[src/rtl/ball_physics.sv]
// Ball motion and collision stage for the pong datapath.
// Moves the ball once per frame_tick, bounces it off the top/bottom walls and
// both paddles, emits a held 2-bit paddle-hit code and one-clk miss pulses.
// Optional feature macro: BALL_SPEEDUP_EN (each paddle hit raises |dx| by one,
// saturating at MAX_SPEED_X). Without it |dx| stays at SPEED_X.
module ball_physics #(
    parameter int SCREEN_W    = 640,
    parameter int SCREEN_H    = 480,
    parameter int BALL_SIZE   = 8,
    parameter int P1_X        = 16,
    parameter int P2_X        = 624,
    parameter int SPEED_X     = 2,
    parameter int SPEED_Y     = 2,
    parameter int HIT_HOLD    = 4,
    parameter int MISS_FRAMES = 60,
    parameter int MAX_SPEED_X = 6
) (
    input  logic       clk,
    input  logic       reset,
    input  logic       frame_tick,
    input  logic       serve,
    input  logic [9:0] paddle1_y,
    input  logic [9:0] paddle2_y,
    input  logic [9:0] paddle1_width,
    input  logic [9:0] paddle2_width,
    output logic [9:0] ball_x,
    output logic [9:0] ball_y,
    output logic [1:0] hit,
    output logic [1:0] miss,
    output logic [1:0] state
);

    localparam logic [9:0]        CX    = 10'((SCREEN_W - BALL_SIZE) / 2);
    localparam logic [9:0]        CY    = 10'((SCREEN_H - BALL_SIZE) / 2);
    localparam logic signed [11:0] Y_MAX = 12'(SCREEN_H - BALL_SIZE);
    localparam logic signed [11:0] BS    = 12'(BALL_SIZE);
    localparam logic signed [11:0] P1    = 12'(P1_X);
    localparam logic signed [11:0] P2    = 12'(P2_X);
    localparam logic signed [11:0] DY    = 12'(SPEED_Y);
    localparam int SPD_W = $clog2(MAX_SPEED_X + 1);
    localparam int HC_W  = $clog2(HIT_HOLD + 1);
    localparam int FC_W  = $clog2(MISS_FRAMES + 1);

    typedef enum logic [1:0] {
        S_IDLE = 2'b00,
        S_PLAY = 2'b01,
        S_MISS = 2'b10
    } state_t;

    state_t             st;
    logic               dx_neg;
    logic               dy_neg;
    logic [SPD_W-1:0]   speed;
    logic [HC_W-1:0]    hit_cnt;
    logic [FC_W-1:0]    frame_cnt;

    logic signed [11:0] spd_s, dx_s, dy_s, nx, ny;
    logic signed [11:0] p1_top, p1_end, p2_top, p2_end;
    logic               ov1, ov2;
    logic [9:0]         nxt_x, nxt_y;
    logic               nxt_dx_neg, nxt_dy_neg;
    logic [1:0]         hit_code, miss_code;

    // Left-edge saturation: a ball that overshoots paddle1 never goes below x = 0.
    function automatic logic [9:0] clamp_low(input logic signed [11:0] v);
        if (v < 12'sd0) return 10'd0;
        return v[9:0];
    endfunction

    // Vertical saturation against the top and bottom walls.
    function automatic logic [9:0] clamp_y(input logic signed [11:0] v);
        if (v <= 12'sd0) return 10'd0;
        if (v >= Y_MAX) return Y_MAX[9:0];
        return v[9:0];
    endfunction

    assign state = st;

    // Candidate position for the next frame plus wall and paddle outcomes.
    always_comb begin
        spd_s  = 12'(speed);
        dx_s   = dx_neg ? -spd_s : spd_s;
        dy_s   = dy_neg ? -DY : DY;
        nx     = $signed({2'b00, ball_x}) + dx_s;
        ny     = $signed({2'b00, ball_y}) + dy_s;
        p1_top = $signed({2'b00, paddle1_y});
        p1_end = p1_top + $signed({2'b00, paddle1_width});
        p2_top = $signed({2'b00, paddle2_y});
        p2_end = p2_top + $signed({2'b00, paddle2_width});
        // A zero-width paddle must never overlap, even though the range test alone could.
        ov1    = (paddle1_width != 10'd0) && (ny + BS > p1_top) && (ny < p1_end);
        ov2    = (paddle2_width != 10'd0) && (ny + BS > p2_top) && (ny < p2_end);

        nxt_y      = clamp_y(ny);
        nxt_dy_neg = dy_neg;
        if (ny <= 12'sd0)    nxt_dy_neg = 1'b0;
        else if (ny >= Y_MAX) nxt_dy_neg = 1'b1;

        nxt_x      = nx[9:0];
        nxt_dx_neg = dx_neg;
        hit_code   = 2'b00;
        miss_code  = 2'b00;
        if (dx_neg && (nx <= P1)) begin
            if (ov1) begin
                nxt_x      = P1[9:0];
                nxt_dx_neg = 1'b0;
                hit_code   = 2'b10;
            end else begin
                nxt_x     = clamp_low(nx);
                miss_code = 2'b10;
            end
        end else if (!dx_neg && (nx + BS >= P2)) begin
            if (ov2) begin
                nxt_x      = 10'(P2_X - BALL_SIZE);
                nxt_dx_neg = 1'b1;
                hit_code   = 2'b01;
            end else begin
                miss_code = 2'b01;
            end
        end
    end

`ifdef BALL_SPEEDUP_EN
    // One step of horizontal speed-up, capped at the ceiling.
    function automatic logic [SPD_W-1:0] sat_speed(input logic [SPD_W-1:0] s);
        if (s >= SPD_W'(MAX_SPEED_X)) return SPD_W'(MAX_SPEED_X);
        return s + 1'b1;
    endfunction

    // Horizontal speed: reload while idle, bump on every paddle hit.
    always_ff @(posedge clk or posedge reset) begin
        if (reset)
            speed <= SPD_W'(SPEED_X);
        else if (st == S_IDLE)
            speed <= SPD_W'(SPEED_X);
        else if ((st == S_PLAY) && frame_tick && (hit_code != 2'b00))
            speed <= sat_speed(speed);
    end
`else
    assign speed = SPD_W'(SPEED_X);
`endif

    // Game FSM, ball position/direction, hit hold and miss pulse.
    always_ff @(posedge clk or posedge reset) begin
        if (reset) begin
            st        <= S_IDLE;
            ball_x    <= CX;
            ball_y    <= CY;
            dx_neg    <= 1'b0;
            dy_neg    <= 1'b0;
            hit       <= 2'b00;
            hit_cnt   <= '0;
            miss      <= 2'b00;
            frame_cnt <= '0;
        end else begin
            miss <= 2'b00;
            // The hit code is held for HIT_HOLD clocks and then dropped straight to 00.
            if (hit_cnt != '0) hit_cnt <= hit_cnt - 1'b1;
            else               hit     <= 2'b00;

            case (st)
                S_IDLE: begin
                    ball_x    <= CX;
                    ball_y    <= CY;
                    frame_cnt <= '0;
                    if (serve) st <= S_PLAY;
                end
                S_PLAY: begin
                    if (frame_tick) begin
                        ball_x <= nxt_x;
                        ball_y <= nxt_y;
                        dx_neg <= nxt_dx_neg;
                        dy_neg <= nxt_dy_neg;
                        if (hit_code != 2'b00) begin
                            hit     <= hit_code;
                            hit_cnt <= HC_W'(HIT_HOLD - 1);
                        end
                        // On a miss dx already points at the missing paddle, so the
                        // next serve heads that way without extra bookkeeping.
                        if (miss_code != 2'b00) begin
                            miss      <= miss_code;
                            st        <= S_MISS;
                            frame_cnt <= '0;
                        end
                    end
                end
                S_MISS: begin
                    if (frame_tick) begin
                        if (frame_cnt == FC_W'(MISS_FRAMES - 1)) begin
                            st        <= S_IDLE;
                            ball_x    <= CX;
                            ball_y    <= CY;
                            frame_cnt <= '0;
                        end else begin
                            frame_cnt <= frame_cnt + 1'b1;
                        end
                    end
                end
                default: st <= S_IDLE;
            endcase
        end
    end

endmodule

[config.mk]
export PLATFORM = sky130hd
export DESIGN_NAME = ball_physics
export DESIGN_NICKNAME = d
export VERILOG_FILES = /design/src/rtl/ball_physics.sv
export SDC_FILE = /design/constraint.sdc
export NUM_CORES = 1
export LEC_CHECK = 0
export CAP_MARGIN = 0
export CORE_MARGIN = 4
export CORE_UTILIZATION = 57
export DETAILED_ROUTE_END_ITERATION = 8
export PLACE_DENSITY = 0.85
export REMOVE_ABC_BUFFERS = 1
export SLEW_MARGIN = 25
export SYNTH_ARGS = -nofsm -noshare
export SYNTH_HDL_FRONTEND = slang
export SYNTH_SLANG_ARGS = --single-unit
[constraint.sdc]
create_clock -name clk -period 11.99 [get_ports clk]
set_input_delay 2.398 -clock clk [delete_from_list [all_inputs] [get_ports clk]]
set_output_delay 2.398 -clock clk [all_outputs]
set_load 0.01 [all_outputs]
Yosys cells after proc, flatten, opt, wreduce, memory -nomap -nowiden
Cells that the tools add are included.
- add/subtract/negate cells: 8
- $lt $le $gt $ge: 9
- equal/unequal tests: 9
- multiplexer cells: 62
- reductions and logical operators: 22
- operator list (operator ; count):
    $mux W10 ; 16
    $pmux W10 S3 ; 2
    $mux W2 ; 16
    $add A11 B12 Y12 ; 2
    $add A12 B5 Y12 const B ; 2
    $gt A12 B11 Y1 ; 2
    $lt A12 B12 Y1 ; 2
    $mux W12 ; 2
    $mux W6 ; 4
    $add A10 B10 Y11 ; 2
    $reduce_bool A10 Y1 ; 2
    $pmux W6 S3 ; 1
    $mux W1 ; 16
    $ge A12 B10 Y1 const B ; 1
    $ge A12 B11 Y1 const B ; 1
    $le A12 B1 Y1 const B ; 1
    $le A12 B6 Y1 const B ; 1
    $lt A12 B1 Y1 const B ; 1
    $mux W3 ; 4
    $ne A2 B2 Y1 const B ; 6
    $reduce_and A5 Y1 ; 2
    $reduce_bool A2 Y1 ; 5
    $reduce_and A4 Y1 ; 2
    $add A6 B1 Y6 const B ; 1
    10 further kinds ; 16
- bits in registers: 37
- input bits: 44
- output and inout port bits: 26
- word-level logic and storage cells: 119

Logic depth before layout (Yosys ltp)
- depth in word-level cells: 13
- gate-level depth with buffers: 21
- depth with buffers taken out: 21

Least setup slack after synthesis
No wires, ideal clock.
- kind: in2reg
- from: input paddle1_y[0]
- to: register frame_cnt[5]
- library setup time: 0.136 ns
- arrival: 5.933 ns
- data required time: 11.854 ns
- slack: 5.920 ns
- stages: 21
- path buffers: 0
- cell sequence: ha_1 -> fa_1 -> a21oi_1 -> nor2_1 -> nor2_1 -> o21bai_1 -> a21oi_1 -> nor2b_1 -> o21a_1 -> nor2_1 -> xnor2_1 -> ha_1 -> a21o_1 -> a21oi_1 -> nor2b_1 -> a2111oi_0 -> mux2_2 -> o311ai_2 -> a221oi_4 -> or4_1 -> a21oi_1
- longest elaborated chain between the ends: 8
- elaborated cells between the ends (all ways): 10
- classes of those cells: add/sub (1); order compare (2); eq/ne (1); mux (2); reduce/logical (4)
- RTL lines (item ; RTL line ; RTL):
    from (decl) ; 22 ; input logic [9:0] paddle1_y,
    $add A10 B10 Y11 / $gt A12 B11 Y1 (equally long branches) ; 87, 91 ;
    $lt A12 B12 Y1 / $logic_and A1 B1 Y1 (equally long branches) ; 91 ; ov1 = (paddle1_width != 10'd0) && (ny + BS > p1_top) && (ny < p1_end);
    $logic_and A1 B1 Y1 (*) ; 91 ;
    $mux W2 (*) ; 104 ; if (ov1) begin
    $mux W2 (*) ; 103 ; if (dx_neg && (nx <= P1)) begin
    $reduce_bool A2 Y1 (*) ; 180 ; if (miss_code != 2'b00) begin
    $ne A2 B2 Y1 (no source line) (*) ; -- ;
    $reduce_and A4 Y1 (no source line) (*) ; -- ;
    to (signal assigned) ; 195 ; frame_cnt <= frame_cnt + 1'b1;
    to (decl) ; 55 ; logic [FC_W-1:0] frame_cnt;
Mark *: on every way between the ends. The rest lies on a longest branch, timed or not.
A chain may end at the register's enable or synchronous reset.

Worst setup path in the final report
- from: input paddle1_y[1]
- to: register frame_cnt[4]
Same word-level chain as after synthesis.

==> impl_metrics.env <==
export IMPL_status="complete, no violations"
export IMPL_crit_type="primary input to register"
export IMPL_antenna_found_initial=0
export IMPL_finClkSkew_ps=7.07
export IMPL_overflow=0
export IMPL_seq_area_um2=888
export IMPL_cts_sinks=35
export IMPL_fin_area_um2=5670
export IMPL_drt_iter0_drc=215
export IMPL_layout_commonest_cell="ha_1"
export IMPL_cts_root_buf="clkbuf_8"
export IMPL_critical_path_max_fanout=10
export IMPL_synth_flop_cell="dfrtp_1"
export IMPL_areaGrowthSynthToFinish_pct=17.7
export IMPL_hold_path_startpoint="ball_y[7]"
export IMPL_fin_hold_ws_ps=525
export IMPL_drc=0
export IMPL_num_rows=33
export IMPL_worst_setup_path_end_kind="register"
export IMPL_fin_setup_tns_ps=0
export IMPL_cts_repair_resized=0
export IMPL_synth_top_family_by_area="compound AO/OA/AOI/OAI gates"
export IMPL_power_density_nw_per_um2=321
export IMPL_n_antenna_cell=0
export IMPL_synthSimpleGateAreaFrac_pct=18.1
export IMPL_hold_class="register to register"
export IMPL_path_cells="clkdlybuf4s50_1 -> ha_1 -> a21o_1 -> a21oi_1 -> o21bai_1 -> a21oi_1 -> nor2b_1 -> o21a_1 -> or3_1 -> nand2_1 -> ha_1 -> a21o_1 -> a21o_1 -> a21oi_1 -> nor2b_1 -> a2111oi_0 -> mux2_2 -> o311ai_2 -> a221oi_4 -> o21ai_0 -> a21oi_1"
export IMPL_ir_drop_mv=0.260
export IMPL_reg2regPathDepth=18
export IMPL_grt_pass1_wl_um=20600
export IMPL_cts_max_path_buffers=2
export IMPL_routabilityCongestion=0.924
export IMPL_cts_hold_buf=0
export IMPL_synthCells=576
export IMPL_yosysUniqueCellTypes=81
export IMPL_max_cap_violations=0
export IMPL_vias=4628
export IMPL_grt_max_degree=36
export IMPL_min_period_over_period_pct=56.4
export IMPL_slew_viol_final=0
export IMPL_critPathArrivalTime_ps=6980
export IMPL_die_w_um=99.9
export IMPL_final_hold_violation_count=0
export IMPL_synth_edf_count=0
export IMPL_start_util_pct=58.6
export IMPL_finalCriticalPeriod_ps=6760
export IMPL_ant_nets=0
export IMPL_crit_path_max_incr_delay_ps=500
export IMPL_clkLatencyLatePin_ps=290
export IMPL_drt_vias_per_instance=6.17
export IMPL_reg2reg_from="dy_neg"
export IMPL_multi_input_area_um2=3660
export IMPL_crit_family="compound AO/OA/AOI/OAI gates"
export IMPL_io_pins=70
export IMPL_leakagePower_nw=2.58
export IMPL_syn_avg_cell_area_um2=8.37
export IMPL_synth_seq_cells=35
export IMPL_slew_headroom_pct=48.5
export IMPL_syn_area_um2=4820
export IMPL_synth_mux_area_share_pct=0.675
export IMPL_finalSetupViolations=0
export IMPL_die_area_um2=9990
export IMPL_yosys_warnings=0
export IMPL_post_cts_buffers=0
export IMPL_total_power_mw=1.82
export IMPL_rsz0062_at_grt="false"
export IMPL_cp_startpoint="paddle1_y[1]"
export IMPL_max_freq_mhz=148
export IMPL_seq_area_frac_synth_pct=18.4
export IMPL_dp_hpwl_um=10100
export IMPL_cp_slowest_cell="clkdlybuf4s50_1"
export IMPL_hold_depth=2
export IMPL_cts_tree="done"
export IMPL_final_util_pct=69.0
export IMPL_h_tree_depth=2
export IMPL_drt_wl_total_um=12300
export IMPL_nets=775
export IMPL_synth_adder_area_share_pct=23.4
export IMPL_drive_above_1_share_pct=6.05
export IMPL_async_flop_share_pct=100
export IMPL_cts_made_buffers=5
export IMPL_port_buffers=67
export IMPL_dr_pass1_iters=4
export IMPL_final_cell_mix="ha_1 (83), clkdlybuf4s50_1 (67), inv_1 (60)"
export IMPL_placed_area_um2=5580
export IMPL_path_buf_inv=1
export IMPL_coreArea_um2=8220
export IMPL_routedWlPerCell_um=16.4
export IMPL_critPathLaunchType="primary input"
export IMPL_synth_compound_area_share_pct=27.6
export IMPL_worst_pin_slew_ps=770
export IMPL_cp_depth=21
export IMPL_track_usage_pct=24.7
export IMPL_synthXorXnorAreaFrac_pct=5.95
export IMPL_required_ps=12200
export IMPL_nFillCells=672
export IMPL_die_h_um=99.9
export IMPL_grt_pass1_vias=4646
export IMPL_cts_clk_slew_worst_paths_ps=80
export IMPL_cp_common_cell="a21oi_1"
-- Yosys cell counts (13+ instances only) --
cell     instances  area share [%]
ha_1            83              22
inv_1           60             4.7
a21oi_1         46             4.8
nor2_1          38             3.0
nand2_1         35             2.7
o21ai_0         27             2.8
dfrtp_1         25              13
a21o_1          16             2.5
nand3_1         15             1.6
xor2_1          15             2.7
xnor2_1         14             2.5
nor2b_1         13             1.7
-- through the flow --
step	setup slack (ps)	instances
final	5230	750
after floorplan	5920	569
after global placement	5040	742
after global routing	4890	750
after CTS	5240	750
after detailed placement	4960	742
-- flip-flops by register name, indices dropped and copies added (netlist names) --
signal	count
frame_cnt	6
ball_y	9
miss	2
hit	2
ball_x	9
hit_cnt	3
dx_neg	1
state	2
dy_neg	1
-- worst reg2reg max path, cell delays in order (launching register included) --
cell	delay [ps]
dfrtp_1	670
ha_1	360
a21o_1	160
a21oi_1	160
xor2_1	320
inv_1	190
ha_1	280
xor2_1	270
ha_1	300
a21o_1	190
a21o_1	180
a21oi_1	140
nor2b_1	60
o31a_1	240
o32a_1	210
o311ai_2	600
a221oi_4	210
or4_1	520
a21oi_1	170
-- power by group --
| part | total, mW | switching, mW | leakage (nW) | internal (mW) |
|---|---|---|---|---|
| registers | 0.213 | 0.0506 | 0.441 | 0.163 |
| logic | 1.52 | 0.882 | 2.09 | 0.633 |
| clock network | 0.0902 | 0.0438 | 0.0482 | 0.0464 |
| total | 1.82 | 0.977 | 2.58 | 0.842 |
-- layout make-up --
type / count / share of cell area (%)
Tap cell: 105 / 2.32
Multi-Input combinational cell: 474 / 64.5
Clock inverter: 1 / 0.0883
Inverter: 60 / 3.97
Clock buffer: 7 / 1.52
Timing Repair Buffer: 68 / 12.0
Sequential cell: 35 / 15.7
-- metal layers --
metal,part of all wire (%),wire (um),track usage [%],vias up
met5,0,0,0,-
met4,1.1,132,5.78,0
met3,4.8,593,2.99,20
met2,52,6420,45.9,134
met1,42,5140,30.2,2202
li1,-,-,-,2272
-- logic make-up after synthesis --
logic type,count (synthesis)
AO/OA/AOI/OAI,185
AND/OR/NAND/NOR,165
adder cells (fa/ha/maj),88
buffers and inverters,68
flip-flops,35
XOR/XNOR,31
multiplexers,3
other,1
-- final timing paths --
check                               end  slack (ps)
max                        frame_cnt[4]        5230
min                           ball_y[7]         530
max reg2reg                frame_cnt[5]        6700
min reg2reg                   ball_y[7]         530
max in group asynchronous     ball_x[5]        9140
min in group asynchronous  frame_cnt[4]        2510
(Power assumes the default switching activity.)
==> RTL edit 1: new RTL, same settings <==
`MISS_FRAMES`: 60 -> 120.
--- a/src/rtl/ball_physics.sv
+++ b/src/rtl/ball_physics.sv
@@ -12,7 +12,7 @@
     parameter int SPEED_X     = 2,
     parameter int SPEED_Y     = 2,
     parameter int HIT_HOLD    = 4,
-    parameter int MISS_FRAMES = 60,
+    parameter int MISS_FRAMES = 120,
     parameter int MAX_SPEED_X = 6
 ) (
     input  logic       clk,
Formal check against the unedited RTL: same outputs for any inputs over 10 cycles, from zero or initial values and one cycle with reset high; that may be too few to reach the edited logic, so the function may still have changed.
==> RTL edit 1 against the original RTL <==
- area after synthesis grew 1.9%
- non-clock buffer count is the same
- die area grew 1.8%
- worst setup slack lost 0.17 ns
- wire length grew 4.6%
- global-route usage grew 0.67 points
- via count grew 3.2%
- cell area grew 1.5%
- maximum frequency shrank 2.4%
- sequential cell count grew 1
Power is not shown: default switching activity piles up to over one toggle a cycle in this logic, so the estimate is an artifact.
==> RTL edit 1: results (changes against the original RTL) <==
GRT
  – Initial antenna violation count: 0 (unchanged)
  – First-pass GRT wire length: 21,400 µm (+3.6%)
  – Vias in the first global route: 4,639 (-0.15%)
  – Largest net degree at the start of global routing: 37 (+2.8%)
  – GRT Util Overall: 25.3% (+0.67 points)

CTS
  – Clk_lat worst skew: 0.29 ns (about the same)
  – Num CTS Buffers: 5 (unchanged)
  – Max Buffers Root-to-Sink: 2 (unchanged)
  – Resized cells post-CTS: 0 (unchanged)
  – H-tree depth: 2 (unchanged)
  – Clk slew on worst S/H paths: 0.07 ns
  – Root Buffer: clkbuf_8
  – Post-CTS Setup Inserts: 0 (unchanged)

Finish
  – ANT cells: 0 (unchanged)
  – Post-Layout Cell Count: 767 (+2.3%)
  – Fin nets: 792 (+2.2%)
  – Layout cell share with drive strength beyond 1: 5.89% (-0.16 points)
  – Fillers: 651 (-3.1%)
  – Biggest regs: ball_x: 9 flops, ball_y: 9 flops, frame_cnt: 7 flops

Worst setup path
  – CP max FO: 6 (-4)
  – Family with the most delay on the worst path: compound AO/OA/AOI/OAI gates
  – CP max stage delay: 0.48 ns (-0.02 ns)
  – Critical path's slowest cell: a31oi_1
  – Crit path arrival time: 7.11 ns (+0.13 ns)

Yosys
  – Ys async rst share: 100% (unchanged)
  – Avg Inst Size Synth: 8.24 µm² (-1.5%)
  – Ys Warns: 0 (unchanged)
  – Synth unique cells: 77 (-4.9%)
  – Most instantiated cells after synthesis: ha_1 (83), inv_1 (51), nor2_1 (42), a21oi_1 (38), o21ai_0 (36)
  – Main synth FF type: dfrtp_1
  – Synth area leaders: ha_1 (21%), dfrtp_1 (13%), dfstp_2 (5.4%)
  – Post-synthesis sequential area ratio: 18.6% (+0.16 points)

Routing
  – Drt first pass iters: 5 (+1)
  – Per-cell routed wire length: 16.8 µm (+2.3%)
  – DR vias/cell: 6.23 (+0.93%)
  – DRT iter0 DRCs: 265 (+23%)

Place
  – Cells after DPL: 759 (+2.3%)
  – Gp weighted congestion: 0.935 (+1.2%)
  – Detailed Place HPWL: 10,400 µm (+2.5%)
  – Port bufs: 67 (unchanged)

Status
  – Status: complete, no violations

Timing
  – Worst-margin pin slew: 0.919 ns (+0.148 ns)
  – Final Skew: 0.00529 ns (-0.00178 ns)

Hold path
  – Type of the worst min-delay path: reg2reg
## RTL edit 1: final timing paths
| kind | startpoint | endpoint | slack [ns] | cells past startpoint |
|---|---|---|---|---|
| max in group asynchronous | reset | ball_y[5] | 9.12 | 3 |
| worst max-delay path | paddle1_y[1] | frame_cnt[0] | 5.06 | 19 |
| worst max register to register | dy_neg | frame_cnt[0] | 6.68 | 21 |
| worst min-delay path | hit_cnt[1] | hit_cnt[1] | 0.51 | 2 |
| min in group asynchronous | reset | frame_cnt[3] | 2.51 | 3 |
| worst min register to register | hit_cnt[1] | hit_cnt[1] | 0.51 | 2 |
## RTL edit 1: cells by family after synthesis
family                     count (synthesis)  synth area share, %
AOI/OAI and AO/OA                        188                 25.9
xor gates and xnor gates                  27                 4.82
adders and majority gates                 87                 22.8
buffers and inverters                     62                 5.20
DFF                                       36                 18.6
muxes                                      9                 1.96
other                                      1               0.0764
and+or+nand+nor                          186                 20.7
## RTL edit 1: through the flow
step	cell area (µm²)	setup WS [ns]
CTS	5750	5.10
global route	5750	4.77
global placement	5660	4.95
finish	5750	5.06
detailed placement	5660	4.80
floorplan	4850	5.69
## RTL edit 1: metal layers
layer / share of wire, % / wire length (µm) / global-route usage, % / vias up
met5: 0 / 0 / 0 / -
met4: 1.7 / 214 / 6.22 / 0
met3: 6.1 / 785 / 2.63 / 20
met2: 48 / 6190 / 43.7 / 177
met1: 44 / 5660 / 33.9 / 2249
li1: - / - / - / 2331
## RTL edit 1: area by class of cell
class                   instances  area (µm²)  area share [%]
clock buffers                   7        86.3            1.50
clock inverters                 1        7.51           0.130
inverters                      51         191            3.33
multi-input cells             499        3750            65.1
flip-flops and latches         36         913            15.9
well taps                     105         131            2.28
repair buffers                 68         678            11.8
==> RTL edit 2: new RTL, config.mk and constraints unchanged <==
Made on the original files. Register the output `ball_x` once more, without a reset; this adds one clock of latency there. The other outputs are not delayed to match.
--- a/src/rtl/ball_physics.sv
+++ b/src/rtl/ball_physics.sv
@@ -47,6 +47,8 @@
         S_MISS = 2'b10
     } state_t;
 
+    logic [9:0] ball_x_s0;
+
     state_t             st;
     logic               dx_neg;
     logic               dy_neg;
@@ -81,7 +83,7 @@
         spd_s  = 12'(speed);
         dx_s   = dx_neg ? -spd_s : spd_s;
         dy_s   = dy_neg ? -DY : DY;
-        nx     = $signed({2'b00, ball_x}) + dx_s;
+        nx     = $signed({2'b00, ball_x_s0}) + dx_s;
         ny     = $signed({2'b00, ball_y}) + dy_s;
         p1_top = $signed({2'b00, paddle1_y});
         p1_end = p1_top + $signed({2'b00, paddle1_width});
@@ -144,7 +146,7 @@
     always_ff @(posedge clk or posedge reset) begin
         if (reset) begin
             st        <= S_IDLE;
-            ball_x    <= CX;
+            ball_x_s0 <= CX;
             ball_y    <= CY;
             dx_neg    <= 1'b0;
             dy_neg    <= 1'b0;
@@ -160,14 +162,14 @@
 
             case (st)
                 S_IDLE: begin
-                    ball_x    <= CX;
+                    ball_x_s0 <= CX;
                     ball_y    <= CY;
                     frame_cnt <= '0;
                     if (serve) st <= S_PLAY;
                 end
                 S_PLAY: begin
                     if (frame_tick) begin
-                        ball_x <= nxt_x;
+                        ball_x_s0 <= nxt_x;
                         ball_y <= nxt_y;
                         dx_neg <= nxt_dx_neg;
                         dy_neg <= nxt_dy_neg;
@@ -188,7 +190,7 @@
                     if (frame_tick) begin
                         if (frame_cnt == FC_W'(MISS_FRAMES - 1)) begin
                             st        <= S_IDLE;
-                            ball_x    <= CX;
+                            ball_x_s0 <= CX;
                             ball_y    <= CY;
                             frame_cnt <= '0;
                         end else begin
@@ -201,5 +203,9 @@
         end
     end
 
+    always_ff @(posedge clk) begin
+        ball_x <= ball_x_s0;
+    end
+
 endmodule
 
Formal check against the unedited RTL: not equivalent (a bounded check fails within 4 cycles, from zero or initial values and one cycle with reset high).
==> RTL edit 2 against the original RTL <==
- critical path type unchanged
- maximum frequency increased by 1.3%
- cell area increased by 2.4%
- die area increased by 2.5%
- critical path depth unchanged
- highest routed layer unchanged
- register-to-register slack improved by 0.43 ns
- global-route usage about the same
- first-iteration DRC count increased by 60%
- worst setup slack improved by 0.084 ns
- wire length increased by 0.86%
- sequential cell count increased by 9
- area after synthesis increased by 2.7%
Power is not shown: default switching activity piles up to over one toggle a cycle in this logic, so the estimate is an artifact.
==> RTL edit 2: results (changes against the original RTL) <==
Yosys
  – Post-Synthesis Cells: 584 (+1.4%)
  – Ys async rst share: 79.5% (-20 points)
  – Post-synthesis sequential area ratio: 21.6% (+3.2 points)
  – Main synth FF type: dfrtp_1
  – Post-synth EDFFs: 0 (unchanged)
  – Most instantiated cells after synthesis: ha_1 (84), a21oi_1 (57), inv_1 (56), nand2_1 (43), nor2_1 (38)
  – Synth area leaders: ha_1 (21%), dfrtp_1 (13%), a21oi_1 (5.8%)
  – Synth unique cells: 83 (+2.5%)
  – Ys Warns: 0 (unchanged)

CTS
  – Max Buffers Root-to-Sink: 2 (unchanged)
  – Clk slew on worst S/H paths: 0.09 ns
  – H-tree depth: 2 (unchanged)
  – Root Buffer: clkbuf_8
  – Resized cells post-CTS: 0 (unchanged)
  – Clk_lat worst skew: 0.30 ns
  – Post-CTS Setup Inserts: 0 (unchanged)
  – Num CTS Buffers: 5 (unchanged)

Status
  – Status: complete, no violations

Timing
  – Worst-margin pin slew: 0.740 ns (-0.0301 ns)
  – Final Skew: 0.00904 ns (+0.00198 ns)

GRT
  – First-pass GRT wire length: 20,900 µm (+1.4%)
  – Vias in the first global route: 4,760 (+2.5%)
  – Largest net degree at the start of global routing: 36 (unchanged)
  – GRT Util Overall: 24.6% (-0.045 points)
  – Initial antenna violation count: 0 (unchanged)

Worst setup path
  – Crit path arrival time: 6.89 ns (-0.09 ns)
  – CP max FO: 8 (-2)

Finish
  – Layout cell share with drive strength beyond 1: 7.06% (+1.0 points)
  – Fin nets: 783 (+1.0%)
  – Biggest regs: ball_x: 9 flops, ball_x_s0: 9 flops, ball_y: 9 flops
  – Post-Layout Cell Count: 757 (+0.93%)
  – Fillers: 636 (-5.4%)
  – ANT cells: 0 (unchanged)

Routing
  – Routed WL: 12,400 µm (+0.86%)
  – Drt first pass iters: 7 (+3)
  – DRT iter0 DRCs: 343 (+60%)
  – DR vias/cell: 6.25 (+1.3%)

Hold path
  – Type of the worst min-delay path: reg2reg

Place
  – Cells after DPL: 749 (+0.94%)
  – Gp weighted congestion: 0.936 (+1.3%)
  – DP Worst Slack: 5.04 ns (+0.0770 ns)
  – Port bufs: 67 (unchanged)
  – Detailed Place HPWL: 10,100 µm (about the same)
==> RTL edit 2: stage by stage <==
stage | cell area (µm²) | hold slack (ns) | utilization (%)
floorplan | 4890 | 0.373 | -
global placement | 5720 | 0.407 | 68.6
detailed placement | 5720 | 0.400 | 68.6
CTS | 5800 | 0.421 | 69.6
global route | 5810 | 0.429 | 69.7
finish | 5810 | 0.420 | 69.7
==> RTL edit 2: area by class of cell <==
type	instances	share of cell area [%]
Multi-Input combinational cell	474	62.3
Timing Repair Buffer	70	11.9
Tap cell	105	2.26
Clock inverter	2	0.215
Clock buffer	6	1.25
Inverter	56	3.62
Sequential cell	44	18.4
==> RTL edit 2: worst paths after layout <==
check	from	endpoint	slack [ns]	depth (start not counted)
max	paddle2_y[0]	state[0]	5.31	21
min	ball_x_s0[9]	ball_x[9]	0.42	0
max reg2reg	dy_neg	ball_x_s0[2]	7.13	15
min reg2reg	ball_x_s0[9]	ball_x[9]	0.42	0
max in group asynchronous	reset	ball_y[5]	9.15	3
min in group asynchronous	reset	state[0]	2.49	3
==> RTL edit 2: kinds of logic after synthesis <==
kind of cell / synth area share, %
xor gates and xnor gates: 5.49
muxes: 0.935
other: 0.0758
and+or+nand+nor: 17.5
AOI/OAI and AO/OA: 26.1
adders and majority gates: 22.9
DFF: 21.6
buffers and inverters: 5.44
==> RTL edit 2: worst max-delay path, cell delays in order <==
cell	delay, ns
clkdlybuf4s50_1	0.48
ha_1	0.19
inv_1	0.06
fa_1	0.41
inv_1	0.08
a21oi_1	0.06
o21ai_0	0.28
a21oi_1	0.11
o21ai_0	0.25
a21oi_1	0.11
o21bai_1	0.21
xnor2_1	0.15
ha_1	0.27
a21o_1	0.16
a21o_1	0.18
a221oi_1	0.28
nand2_1	0.09
mux2_4	0.29
nor3_4	0.37
o22ai_4	0.18
a311oi_2	0.28
==> RTL edit 2: layer usage <==
| layer | share of wire (%) | GRT usage (%) | vias to the layer above |
|---|---|---|---|
| met5 | 0 | 0 | - |
| met4 | 2.5 | 8.18 | 0 |
| met3 | 6.4 | 3.24 | 39 |
| met2 | 49 | 43.5 | 194 |
| met1 | 42 | 31.0 | 2208 |
| li1 | - | - | 2293 |
